**src/rtl/wb_trace_buffer.sv**
```systemverilog
// wb_trace_buffer: records committed register writes (dest, data[12:0], pc[12:0])
// into a FIFO and shows them one at a time on the seven-segment display feed.
// Each entry is held for HOLD_CYCLES unfrozen cycles.
//
// Optional build macro: WB_TRACE_SKIP_R0_EN -- when defined, commits to r0 are
// ignored (not captured, never counted as drops).
//
// Ports:
//   Clk, Rst        clock, synchronous active-high reset
//   WB_RegWrite     commit strobe from MEM/WB
//   WB_RegDest      destination register of the commit
//   WB_WriteData    value written (only [12:0] is kept)
//   WB_PC           PC of committing instruction (only [12:0] is kept)
//   Freeze          stalls both capture and display advance
//   NumberA/B       data[12:0] / pc[12:0] of the displayed entry
//   Dest_Out        destination of the displayed entry
//   Valid_Out       an entry is being shown
//   Overflow        sticky: a commit was dropped on a full FIFO
//   Count           FIFO occupancy, excluding the displayed entry
module wb_trace_buffer #(
  parameter int unsigned DEPTH       = 8,
  parameter int unsigned HOLD_CYCLES = 4
) (
  input  logic                   Clk,
  input  logic                   Rst,
  input  logic                   WB_RegWrite,
  input  logic [4:0]             WB_RegDest,
  input  logic [31:0]            WB_WriteData,
  input  logic [31:0]            WB_PC,
  input  logic                   Freeze,
  output logic [12:0]            NumberA,
  output logic [12:0]            NumberB,
  output logic [4:0]             Dest_Out,
  output logic                   Valid_Out,
  output logic                   Overflow,
  output logic [$clog2(DEPTH):0] Count
);

  localparam int unsigned PW = (DEPTH > 1) ? $clog2(DEPTH) : 1;
  localparam int unsigned CW = $clog2(DEPTH) + 1;
  localparam int unsigned HW = (HOLD_CYCLES > 1) ? $clog2(HOLD_CYCLES) : 1;
  localparam int unsigned EW = 5 + 13 + 13;

  typedef enum logic {S_IDLE, S_SHOW} state_t;

  state_t          r_state;
  state_t          w_state_nxt;
  logic [EW-1:0]   r_mem [DEPTH];
  logic [PW-1:0]   r_wr_ptr;
  logic [PW-1:0]   r_rd_ptr;
  logic [CW-1:0]   r_count;
  logic [HW-1:0]   r_hold;
  logic [12:0]     r_num_a;
  logic [12:0]     r_num_b;
  logic [4:0]      r_dest;
  logic            r_valid;
  logic            r_overflow;

  logic            w_commit;
  logic            w_nonempty;
  logic            w_full;
  logic            w_pop;
  logic            w_hold_dec;
  logic            w_push;
  logic            w_drop;
  logic [EW-1:0]   w_entry;
  logic            w_unused;

  // Upper data/PC bits are never displayed.
  assign w_unused = ^{WB_WriteData[31:13], WB_PC[31:13]};

  // Qualified commit: frozen commits vanish silently.
`ifdef WB_TRACE_SKIP_R0_EN
  assign w_commit = WB_RegWrite && !Freeze && (WB_RegDest != 5'd0);
`else
  assign w_commit = WB_RegWrite && !Freeze;
`endif

  assign w_nonempty = (r_count != CW'(0));
  assign w_full     = (r_count == CW'(DEPTH));
  // A pop in the same cycle frees a slot, so a full FIFO still accepts.
  assign w_push     = w_commit && (!w_full || w_pop);
  assign w_drop     = w_commit && w_full && !w_pop;
  assign w_entry    = {WB_RegDest, WB_WriteData[12:0], WB_PC[12:0]};

  // Display FSM state register.
  always_ff @(posedge Clk) begin
    if (Rst) r_state <= S_IDLE;
    else     r_state <= w_state_nxt;
  end

  // Display FSM next state.
  always_comb begin
    w_state_nxt = r_state;
    case (r_state)
      S_IDLE:  if (w_nonempty && !Freeze) w_state_nxt = S_SHOW;
      S_SHOW:  if (!Freeze && (r_hold == HW'(0)) && !w_nonempty) w_state_nxt = S_IDLE;
      default: w_state_nxt = S_IDLE;
    endcase
  end

  // Display FSM control outputs: pop the head or count down the hold timer.
  always_comb begin
    w_pop      = 1'b0;
    w_hold_dec = 1'b0;
    case (r_state)
      S_IDLE: w_pop = w_nonempty && !Freeze;
      S_SHOW: begin
        if (!Freeze) begin
          if (r_hold != HW'(0)) w_hold_dec = 1'b1;
          else                  w_pop      = w_nonempty;
        end
      end
      default: ;
    endcase
  end

  // FIFO storage; contents are meaningless after reset, so not cleared.
  always_ff @(posedge Clk) begin
    if (w_push) r_mem[r_wr_ptr] <= w_entry;
  end

  // Pointers, occupancy, hold timer, sticky overflow and display registers.
  always_ff @(posedge Clk) begin
    if (Rst) begin
      r_wr_ptr   <= '0;
      r_rd_ptr   <= '0;
      r_count    <= '0;
      r_hold     <= '0;
      r_num_a    <= '0;
      r_num_b    <= '0;
      r_dest     <= '0;
      r_valid    <= 1'b0;
      r_overflow <= 1'b0;
    end else begin
      if (w_push) r_wr_ptr <= r_wr_ptr + PW'(1);
      if (w_pop) begin
        {r_dest, r_num_a, r_num_b} <= r_mem[r_rd_ptr];
        r_rd_ptr <= r_rd_ptr + PW'(1);
        r_hold   <= HW'(HOLD_CYCLES - 1);
      end else if (w_hold_dec) begin
        r_hold <= r_hold - HW'(1);
      end
      case ({w_push, w_pop})
        2'b10:   r_count <= r_count + CW'(1);
        2'b01:   r_count <= r_count - CW'(1);
        default: r_count <= r_count;
      endcase
      if (w_drop) r_overflow <= 1'b1;
      r_valid <= (w_state_nxt == S_SHOW);
    end
  end

  assign NumberA   = r_num_a;
  assign NumberB   = r_num_b;
  assign Dest_Out  = r_dest;
  assign Valid_Out = r_valid;
  assign Overflow  = r_overflow;
  assign Count     = r_count;

endmodule

```
**config.mk**
```make
export PLATFORM = sky130hd
export DESIGN_NAME = wb_trace_buffer
export DESIGN_NICKNAME = d
export VERILOG_FILES = /design/src/rtl/wb_trace_buffer.sv
export SDC_FILE = /design/constraint.sdc
export NUM_CORES = 1
export LEC_CHECK = 0
export ABC_AREA = 0
export BUFFER_PORTS_ARGS = -buffer_cell sky130_fd_sc_hd__clkbuf_2
export CORE_ASPECT_RATIO = 1.25
export CORE_MARGIN = 2
export CORE_UTILIZATION = 40
export CTS_CLUSTER_DIAMETER = 40
export DETAILED_ROUTE_END_ITERATION = 8
export HOLD_SLACK_MARGIN = 0.06
export SLEW_MARGIN = 20
export SYNTH_ARGS = -nofsm -noshare
export SYNTH_HDL_FRONTEND = slang
export SYNTH_SLANG_ARGS = --single-unit
```
**constraint.sdc**
```tcl
create_clock -name Clk -period 8.85 [get_ports Clk]
set_input_delay 0 -clock Clk [delete_from_list [all_inputs] [get_ports Clk]]
set_output_delay 0 -clock Clk [all_outputs]
set_load 0.05 [all_outputs]
```
==> out/qor.yml, run 1 <==
power:
  power_uw: 3090
  p_leak_uw: 0.00422
  cellPowerDensity_nw_per_um2: 231
  ir_worst_vdd_uv: 102
synthesis:
  yosys_warnings: 0
  syn-instance-count: 565
  synth-simple-area-share_pct: 3.31
  synth_area_um2: 11200
  syn_avg_cell_area_um2: 19.8
  muxShareOfSynthArea_pct: 15.3
  ys_ff_latch: 293
  synth_top_family_by_area: "multiplexers"
  synth-adder-area-share_pct: 0.447
  syn-num-nets: 642
  synth.distinct_cells: 36
  synth-compound-area-share_pct: 4.75
  synth_xor_xnor_area_share_pct: 0.313
  synth_seq_area_share_pct: 74.5
final_layout:
  layout_commonest_cell: "edfxtp_1"
  multiInputGateArea_um2: 2760
  fillCellCount: 2352
  regArea_um2: 8350
  syn2layout_area_growth_pct: 19.1
  fin_util_pct: 48.4
  antenna_cells: 0
  drive_gt1_share_pct: 33.9
  layout_common_cells: "edfxtp_1, clkbuf_2, mux4_2"
  num-nets-final: 761
worst_setup_path:
  r2r_start: "r_hold[0]"
  reg2reg_slack_ns: 6.01
  cp.required_ns: 9.03
  reg2reg_to: "r_mem[4][25]"
  critPathKind: "flip-flop to flip-flop"
  worstSetupStartpointType: "flip-flop"
  reg2reg_depth: 7
  crit_path_end_kind: "flip-flop"
  crit_arrival_ns: 3.02
  cp-endpoint: "r_mem[4][25]"
  setup.worst_path.start: "r_hold[0]"
  worst-path-max-fanout: 26
floorplanning:
  io_pins: 110
  num_rows: 68
  core-area_um2: 27600
  dieHeight_um: 191
  start_util_pct: 40.6
  die_w_um: 154
  dieArea_um2: 29400
grt:
  first_global_vias: 5976
  antenna_found_initial: 0
  gr-total-overflow: 0
  groute.usage.overall_pct: 15.4
  grt_max_degree: 65
  grt_pass1_wl_um: 34700
sta:
  worstMarginPinSlew_ns: 0.947
  holdWs_ns: 0.115
  drv_slew: 0
  hold_viol: 0
  setup_viol: 0
  finalCritPeriodShare_pct: 32.1
  slew_headroom_pct: 36.6
  skew_ns: 0.0126
  rsz0062_at_grt: "no"
  fmax_mhz: 352
  timing.setup.tns_ns: 0
  layout_min_cycle_time_ns: 2.84
  layout_setup_ws_ns: 6.01
routing:
  first_iter_violations: 408
  postRouteAntennaNets: 0
  dr.pass1.iters: 6
  routed_wire_length_per_instance_um: 21.2
  vias: 5554
  route.detailed.drc: 0
  viasPerCell: 5.25
  wirelength_um: 22500
placed_design:
  port_buffers: 71
  gp_congestion: 0.670
  dp_hpwl_um: 12500
  post-place-ws_ns: 6.00
clock_network:
  h-tree-depth: 1
  clk_latency_ns: 0.54
  cts-root-buf: "clkbuf_16"
  clock-sinks: 293
  cts_tree: "yes"
  cts.clk_slew.worst_paths_ns: 0.06
  cts_buffers: 31
  cts_resized: 0
  clockBufferDepth: 3
run:
  maxCapViolations: 0
status:
  status: "finished, final reports clean"
worst_hold_path:
  min_path_type: "input pin to flip-flop"
==> stage by stage <==
step / std cells / instance area, um^2
final: 1058 / 13300
after CTS: 1058 / 13300
after global placement: 968 / 12000
after global routing: 1058 / 13300
after detailed placement: 968 / 12000
after floorplan: 565 / 11200
==> how the worst min path moves through the flow <==
stage,end,slack [ns],start,depth (start not counted)
floorplan,r_mem[0][0],0.1,WB_PC[0],0
global placement,r_mem[2][2],0.26,WB_PC[2],1
detailed placement,r_mem[1][20],0.28,WB_WriteData[7],1
CTS,Valid_Out,0.10,Rst,3
global route,Valid_Out,0.14,Rst,3
finish,Valid_Out,0.11,Rst,3
==> worst max-delay path, stage by stage, from the launching register on <==
cell and delay [ns]:
dfxtp_1 0.32, inv_1 0.06, ha_1 0.20, nor2b_1 0.15, a31oi_1 0.38, nand2_1 0.30, nor3_2 0.53, buf_4 0.53
==> state kept, by name (all words and copies together) (netlist names) <==
signal     flops
r_mem        248
Dest_Out       5
Overflow       1
NumberA       13
Valid_Out      1
Count          4
NumberB       13
r_hold         2
r_rd_ptr       3
r_wr_ptr       3
==> final cells by class <==
cell class                      instances  share of cell area (%)
Sequential cell                       293                    62.6
Multi-Input combinational cell        236                    20.7
Clock buffer                           40                    6.29
Timing Repair Buffer                  118                    5.92
Tap cell                              350                    3.28
Clock inverter                         17                    1.12
Inverter                                4                   0.112
==> what timing repair did <==
item / in CTS / in global routing
hold endpoints to repair: 258 / 0
hold buffers: 33 / 0
buffers inserted: 0 / 0
==> cells in the mapped netlist, drive strengths merged <==
cell type / count / area [um^2]
clkbuf: 19 / 71.3
nor3: 7 / 35.0
and2: 1 / 6.26
nor4: 2 / 18.8
nor4b: 1 / 8.76
nor2b: 2 / 12.5
mux2i: 31 / 310
dfxtp: 45 / 901
inv: 4 / 15.0
xnor2: 4 / 35.0
a41oi: 1 / 8.76
a211oi: 34 / 410
mux4: 62 / 1400
ha: 4 / 50.1
o21ai: 5 / 25.0
mux2: 1 / 11.3
nand4: 2 / 12.5
nor3b: 1 / 7.51
a31o: 1 / 8.76
a211o: 1 / 8.76
o41ai: 1 / 8.76
or3: 3 / 18.8
nor2: 47 / 176
nand2b: 5 / 31.3
or4: 1 / 7.51
edfxtp: 248 / 7450
o211a: 1 / 10.0
nand2: 7 / 26.3
a31oi: 1 / 6.26
or3b: 1 / 8.76
a21oi: 9 / 45.0
buf: 13 / 63.8
==> where the power goes <==
group,switching [uW],total (uW),internal [uW]
clock,522,1230,707
combinational,186,303,117
sequential,26.0,1560,1530
total,733,3090,2350
==> cells by family (layout without fill, tap and decap cells) <==
kind of cell	Yosys count	count (layout)
flip-flops	293	293
multiplexers	94	94
AND/OR/NAND/NOR	80	80
AO/OA/AOI/OAI	54	54
buffers and inverters	36	179
adder cells (fa/ha/maj)	4	4
XOR/XNOR	4	4
==> metal layers <==
metal  vias to the layer above  track usage (%)  wire length [um]
met2                       113             28.8             12100
met4                         0             4.09               413
met1                      2877             18.6              9100
met3                        28             2.24               789
met5                         -                0                 0
li1                       2536                -                 -
(Power assumes the default switching activity.)
==> inputs of run 2 (changes only) <==
Clock period 8.85 ns to 2.8 ns, I/O delays scaled along.
==> run 2 against run 1 <==
Net effect:
- utilization rose by 1.6 points
- via count rose by 2.8%
- combinational power rose to 3.4 times the previous value
- total power rose to 3.3 times the previous value
- register-to-register slack got worse by 5.7 ns
- worst setup slack got worse by 5.7 ns
- largest power group unchanged
==> out/qor.yml, run 2 (same netlist as run 1, synthesis figures left out) <==
placed_design:
  place_inst: 988  # was 968
  post_dp_cell_area_um2: 12300  # was 12000 um^2
  gp_congestion: 0.752  # was 0.670
  dp_hpwl_um: 13300  # was 12500 um
  port_buffers: 71  # unchanged
  post-place-ws_ns: 0.171  # was 6.00 ns
clock_network:
  cts.repair_timing.setup_buffer_count: 0  # unchanged
  h-tree-depth: 2  # was 1
  ctsHoldBuffers: 34  # was 33
  cts_tree: "yes"  # unchanged
  cts.clk_slew.worst_paths_ns: 0.06  # about the same
  clockBufferDepth: 3  # unchanged
  cts_buffers: 35  # was 31
  cts-root-buf: "clkbuf_16"  # unchanged
  clock-sinks: 293  # unchanged
  cts_resized: 0  # unchanged
  clk_latency_ns: 0.51  # was 0.54 ns
floorplanning:
  dieArea_um2: 29400  # unchanged
  num_rows: 68  # unchanged
  die_w_um: 154  # unchanged
  core-area_um2: 27600  # unchanged
  io_pins: 110  # unchanged
  start_util_pct: 40.6  # unchanged
  dieHeight_um: 191  # unchanged
final_layout:
  drive_gt1_share_pct: 36.4  # was 33.9%
  layout_commonest_cell: "edfxtp_1"  # unchanged
  multiInputGateArea_um2: 2790  # was 2760 um^2
  num-nets-final: 787  # was 761
  regArea_um2: 8350  # unchanged
  fillCellCount: 2269  # was 2352
  largest_reg_flops: 248  # unchanged
  syn2layout_area_growth_pct: 23.0  # was 19.1%
  stdcell_area_um2: 13800  # was 13300 um^2
  layout_common_cells: "edfxtp_1, clkbuf_2, mux4_2"  # unchanged
  final_cells: 1087  # was 1058
  largest-register: "r_mem"  # unchanged
  antenna_cells: 0  # unchanged
sta:
  timing.setup.tns_ns: 0  # unchanged
  setup_viol: 0  # unchanged
  fmax_mhz: 404
  layout_min_cycle_time_ns: 2.47
  slew_headroom_pct: 31.8  # was 36.6%
  hold_viol: 0  # unchanged
  drv_slew: 0  # unchanged
  worstMarginPinSlew_ns: 1.02  # was 0.947 ns
  rsz0062_at_grt: "no"  # unchanged
  holdWs_ns: 0.260  # was 0.115 ns
  finalCritPeriodShare_pct: 88.3
  layout_setup_ws_ns: 0.327  # was 6.01 ns
  skew_ns: 0.0170  # was 0.0126 ns
worst_setup_path:
  crit_path_end_kind: "flip-flop"  # unchanged
  slowest_stage: "dlygate4sd3_1"  # was nor3_2
  cp_top_family: "buffers and inverters"  # was simple AND/OR/NAND/NOR gates
  cpPeakStageDelay_ns: 0.56  # was 0.53 ns
  worstSetupStartpointType: "input pin"  # was flip-flop
  crit_top_cell: "dlygate4sd3_1"
  worst-path-max-fanout: 15  # was 26
  critPathKind: "input pin to flip-flop"  # was flip-flop to flip-flop
  crit_arrival_ns: 2.65  # was 3.02 ns
  cp.required_ns: 2.98  # was 9.03 ns
  crit_chain: "dlygate4sd3_1 > clkbuf_2 > nand2b_1 > dlygate4sd3_1 > a31oi_1 > nand2_1 > nor3_4 > buf_4"  # was inv_1 > ha_1 > nor2b_1 > a31oi_1 > nand2_1 > nor3_2 > buf_4
  path_buf_inv: 4  # was 2
grt:
  groute.usage.overall_pct: 15.9  # was 15.4%
  grt_pass1_wl_um: 35400  # was 34700 um
  antenna_found_initial: 0  # unchanged
  gr-total-overflow: 0  # unchanged
  first_global_vias: 6105  # was 5976
  grt_max_degree: 65  # unchanged
power:
  intPower_uw: 7840  # was 2350 uW
  pwr-share-seq_pct: 47.7  # was 50.4%
  cellPowerDensity_nw_per_um2: 746  # was 231 nW/um^2
  p_comb_share_pct: 9.9  # was 9.8%
  netSwitchingFraction_pct: 23.8  # about the same
  p_leak_uw: 0.00442  # was 0.00422 uW
  pwr-share-clk_pct: 42.4  # was 39.8%
  p_sw_uw: 2450  # was 733 uW
  ir_worst_vdd_uv: 420  # was 102 uV
routing:
  vias: 5709  # was 5554
  dr.pass1.iters: 4  # was 6
  wirelength_um: 22900  # was 22500 um
  route.detailed.drc: 0  # unchanged
  postRouteAntennaNets: 0  # unchanged
  first_iter_violations: 367  # was 408
  routed_wire_length_per_instance_um: 21.1  # was 21.2 um
  viasPerCell: 5.25  # about the same
worst_hold_path:
  min_path_type: "input pin to flip-flop"  # unchanged
run:
  maxCapViolations: 0  # unchanged
status:
  status: "finished, final reports clean"  # unchanged
==> run 2: cell type report <==
cell class | instances | share of cell area [%]
tap | 350 | 3.18
sequential | 293 | 60.6
clock inverter | 18 | 1.40
clock buffer | 46 | 6.81
timing repair buffer | 140 | 7.64
inverter | 4 | 0.109
multi-input combinational | 236 | 20.3
==> run 2: final timing paths <==
kind,cells past startpoint,endpoint,startpoint,slack (ns)
worst min register to register,1,r_hold[0],r_hold[0],0.48
worst max-delay path,8,r_mem[4][26],WB_RegWrite,0.33
worst min-delay path,2,Overflow,Rst,0.26
worst max register to register,8,r_mem[4][26],r_hold[0],0.33
==> run 2: power groups by stage <==
stage | Clock [uW] | Sequential, uW | Combinational [uW]
finish | 4370 | 4910 | 1020
global route | 4610 | 4920 | 1100
CTS | 4470 | 4910 | 1030
detailed placement | 0 | 5000 | 987
global placement | 0 | 5000 | 968
floorplan | 0 | 5180 | 525
==> run 2: stage by stage <==
step	utilization [%]	power [uW]
after floorplan	-	5700
after global placement	44.6	5960
final	50.0	10300
after CTS	50.0	10400
after detailed placement	44.6	5990
after global routing	50.0	10600
==> run 2: worst register-to-register path: stages (launching register included) <==
cell and delay (ns):
dfxtp_1 0.32, inv_1 0.06, ha_1 0.21, nor2b_1 0.08, buf_4 0.16, a31oi_1 0.35, nand2_1 0.33, nor3_4 0.29
buf_4 0.34
==> run 2: routing by layer <==
layer  vias up  track usage [%]  wire (um)
met3        42             2.72        786
met4         0             5.58        539
met2       104             27.4      11800
met1      2966             20.5       9790
met5         -                0          0
li1       2597                -          -
==> inputs of run 3 (changes only) <==
Settings changed: CORE_MARGIN 2 to default, PLACE_DENSITY from default to 0.55.
==> run 3 against run 2 <==
Net effect:
- global-route usage rose by 0.42 points
- hold slack worse by 0.16 ns
- largest power group unchanged
- non-clock buffer count shrank 16
- critical path depth down 3
- final area about the same
==> out/qor.yml, run 3 (same netlist as run 1, synthesis figures left out) <==
grt:
  groute.usage.overall_pct: 16.3  # was 15.9%
  gr-total-overflow: 0  # unchanged
  grt_pass1_wl_um: 34600  # was 35400 um
  antenna_found_initial: 0  # unchanged
  grt_max_degree: 65  # unchanged
  first_global_vias: 5983  # was 6105
clock_network:
  cts_resized: 0  # unchanged
  clk_latency_ns: 0.50  # was 0.51 ns
  cts_tree: "yes"  # unchanged
  clockBufferDepth: 3  # unchanged
  clock-sinks: 293  # unchanged
  cts.clk_slew.worst_paths_ns: 0.06  # about the same
  cts_buffers: 35  # unchanged
  cts-root-buf: "clkbuf_16"  # unchanged
  h-tree-depth: 2  # unchanged
floorplanning:
  io_pins: 110  # unchanged
  num_rows: 68  # unchanged
  die_w_um: 152  # was 154 um
  start_util_pct: 40.6  # unchanged
  dieArea_um2: 28700  # was 29400 um^2
  dieHeight_um: 189  # was 191 um
  core-area_um2: 27600  # unchanged
sta:
  layout_min_cycle_time_ns: 2.48  # was 2.47 ns
  hold_viol: 0  # unchanged
  worstMarginPinSlew_ns: 0.920  # was 1.02 ns
  setup_viol: 0  # unchanged
  fmax_mhz: 404  # about the same
  rsz0062_at_grt: "no"  # unchanged
  skew_ns: 0.0122  # was 0.0170 ns
  drv_slew: 0  # unchanged
  finalCritPeriodShare_pct: 88.5  # was 88.3%
  layout_setup_ws_ns: 0.322  # was 0.327 ns
  slew_headroom_pct: 38.6  # was 31.8%
  holdWs_ns: 0.105  # was 0.260 ns
worst_setup_path:
  worstSetupStartpointType: "flip-flop"  # was input pin
  critPathKind: "flip-flop to flip-flop"  # was input pin to flip-flop
  reg2reg_slack_ns: 0.32  # was 0.33 ns
  slowest_stage: "nor2_4"  # was dlygate4sd3_1
  cpPeakStageDelay_ns: 0.57  # was 0.56 ns
  crit_chain: "nor3_1 > a31oi_1 > nand2_1 > nor2_4 > buf_12"  # was dlygate4sd3_1 > clkbuf_2 > nand2b_1 > dlygate4sd3_1 > a31oi_1 > nand2_1 > nor3_4 > buf_4
  r2r_start: "Count[1]"  # was r_hold[0]
  setup.worst_path.start: "Count[1]"  # was WB_RegWrite
  crit_path_end_kind: "flip-flop"  # unchanged
  worst-path-max-fanout: 19  # was 15
  reg2reg_depth: 5  # was 8
  crit_arrival_ns: 2.67  # was 2.65 ns
  reg2reg_to: "r_mem[5][27]"  # was r_mem[4][26]
  cp.required_ns: 2.99  # was 2.98 ns
  cp-endpoint: "r_mem[5][27]"  # was r_mem[4][26]
routing:
  routed_wire_length_per_instance_um: 20.8  # was 21.1 um
  first_iter_violations: 229  # was 367
  postRouteAntennaNets: 0  # unchanged
  vias: 5586  # was 5709
  viasPerCell: 5.22  # was 5.25
  wirelength_um: 22300  # was 22900 um
  dr.pass1.iters: 4  # unchanged
  route.detailed.drc: 0  # unchanged
placed_design:
  post_dp_cell_area_um2: 12200  # was 12300 um^2
  gp_congestion: 0.756  # was 0.752
  port_buffers: 71  # unchanged
  post-place-ws_ns: 0.303  # was 0.171 ns
  dp_hpwl_um: 12600  # was 13300 um
final_layout:
  largest_reg_flops: 248  # unchanged
  stdcell_area_um2: 13800  # about the same
  fin_util_pct: 50.0  # about the same
  antenna_cells: 0  # unchanged
  num-nets-final: 771  # was 787
  drive_gt1_share_pct: 35.3  # was 36.4%
  layout_common_cells: "edfxtp_1, clkbuf_2, mux4_2"  # unchanged
  largest-register: "r_mem"  # unchanged
  layout_commonest_cell: "edfxtp_1"  # unchanged
  syn2layout_area_growth_pct: 23.2  # was 23.0%
power:
  p_leak_uw: 0.00441  # was 0.00442 uW
  cellPowerDensity_nw_per_um2: 780  # was 746 nW/um^2
  ir_worst_vdd_uv: 366  # was 420 uV
run:
  maxCapViolations: 0  # unchanged
worst_hold_path:
  min_path_type: "input pin to flip-flop"  # unchanged
status:
  status: "finished, final reports clean"  # unchanged
run 3: worst min path at each step:
| stage | from | end | slack (ns) | cells past startpoint |
|---|---|---|---|---|
| after floorplan | WB_PC[0] | r_mem[0][0] | 0.1 | 0 |
| after global placement | WB_WriteData[4] | r_mem[6][17] | 0.27 | 1 |
| after detailed placement | WB_PC[1] | r_mem[4][1] | 0.28 | 1 |
| after CTS | Rst | r_rd_ptr[0] | 0.09 | 2 |
| after global routing | Rst | NumberA[12] | 0.11 | 2 |
| final | Rst | r_rd_ptr[0] | 0.10 | 2 |
run 3: cell type report:
type / instances / area (um^2)
clock inverter: 16 / 268
fill: 2256 / 13800
clock buffer: 47 / 993
timing repair buffer: 124 / 936
multi-input combinational: 236 / 2790
inverter: 4 / 15.0
tap: 350 / 438
sequential: 293 / 8350
run 3: where the power goes:
group          switching [uW]  total [uW]  internal (uW)
Combinational             605         998            394
Sequential               77.2        4910           4840
Clock                    1700        4840           3140
run 3: critical path: cells and delay by family (launching register included):
kind | cells | cell delay, ns
buf+inv | 1 | 0.27
compound gates | 1 | 0.37
simple gates | 3 | 1.03
flops | 1 | 0.50
run 3: routing by layer:
layer  track usage (%)  vias to the layer above  share of wire (%)
met1              20.4                     2899                 43
met2              28.6                      102                 52
met4              5.29                        0                2.3
li1                  -                     2552                  -
met5                 0                        -                  0
met3              2.65                       33                3.1
run 3: through the flow:
| step | TNS, ns | instances | total power (uW) |
|---|---|---|---|
| finish | 0 | 1070 | 10800 |
| global route | 0 | 1070 | 11100 |
| CTS | 0 | 1070 | 10900 |
| detailed placement | 0 | 974 | 5980 |
| global placement | 0 | 974 | 5960 |
| floorplan | -57.33 | 565 | 5700 |
run 3: what timing repair did:
item                      4_1_cts  5_1_grt
hold buffers                   33        0
setup buffers                   0        0
hold endpoints to repair      255        0
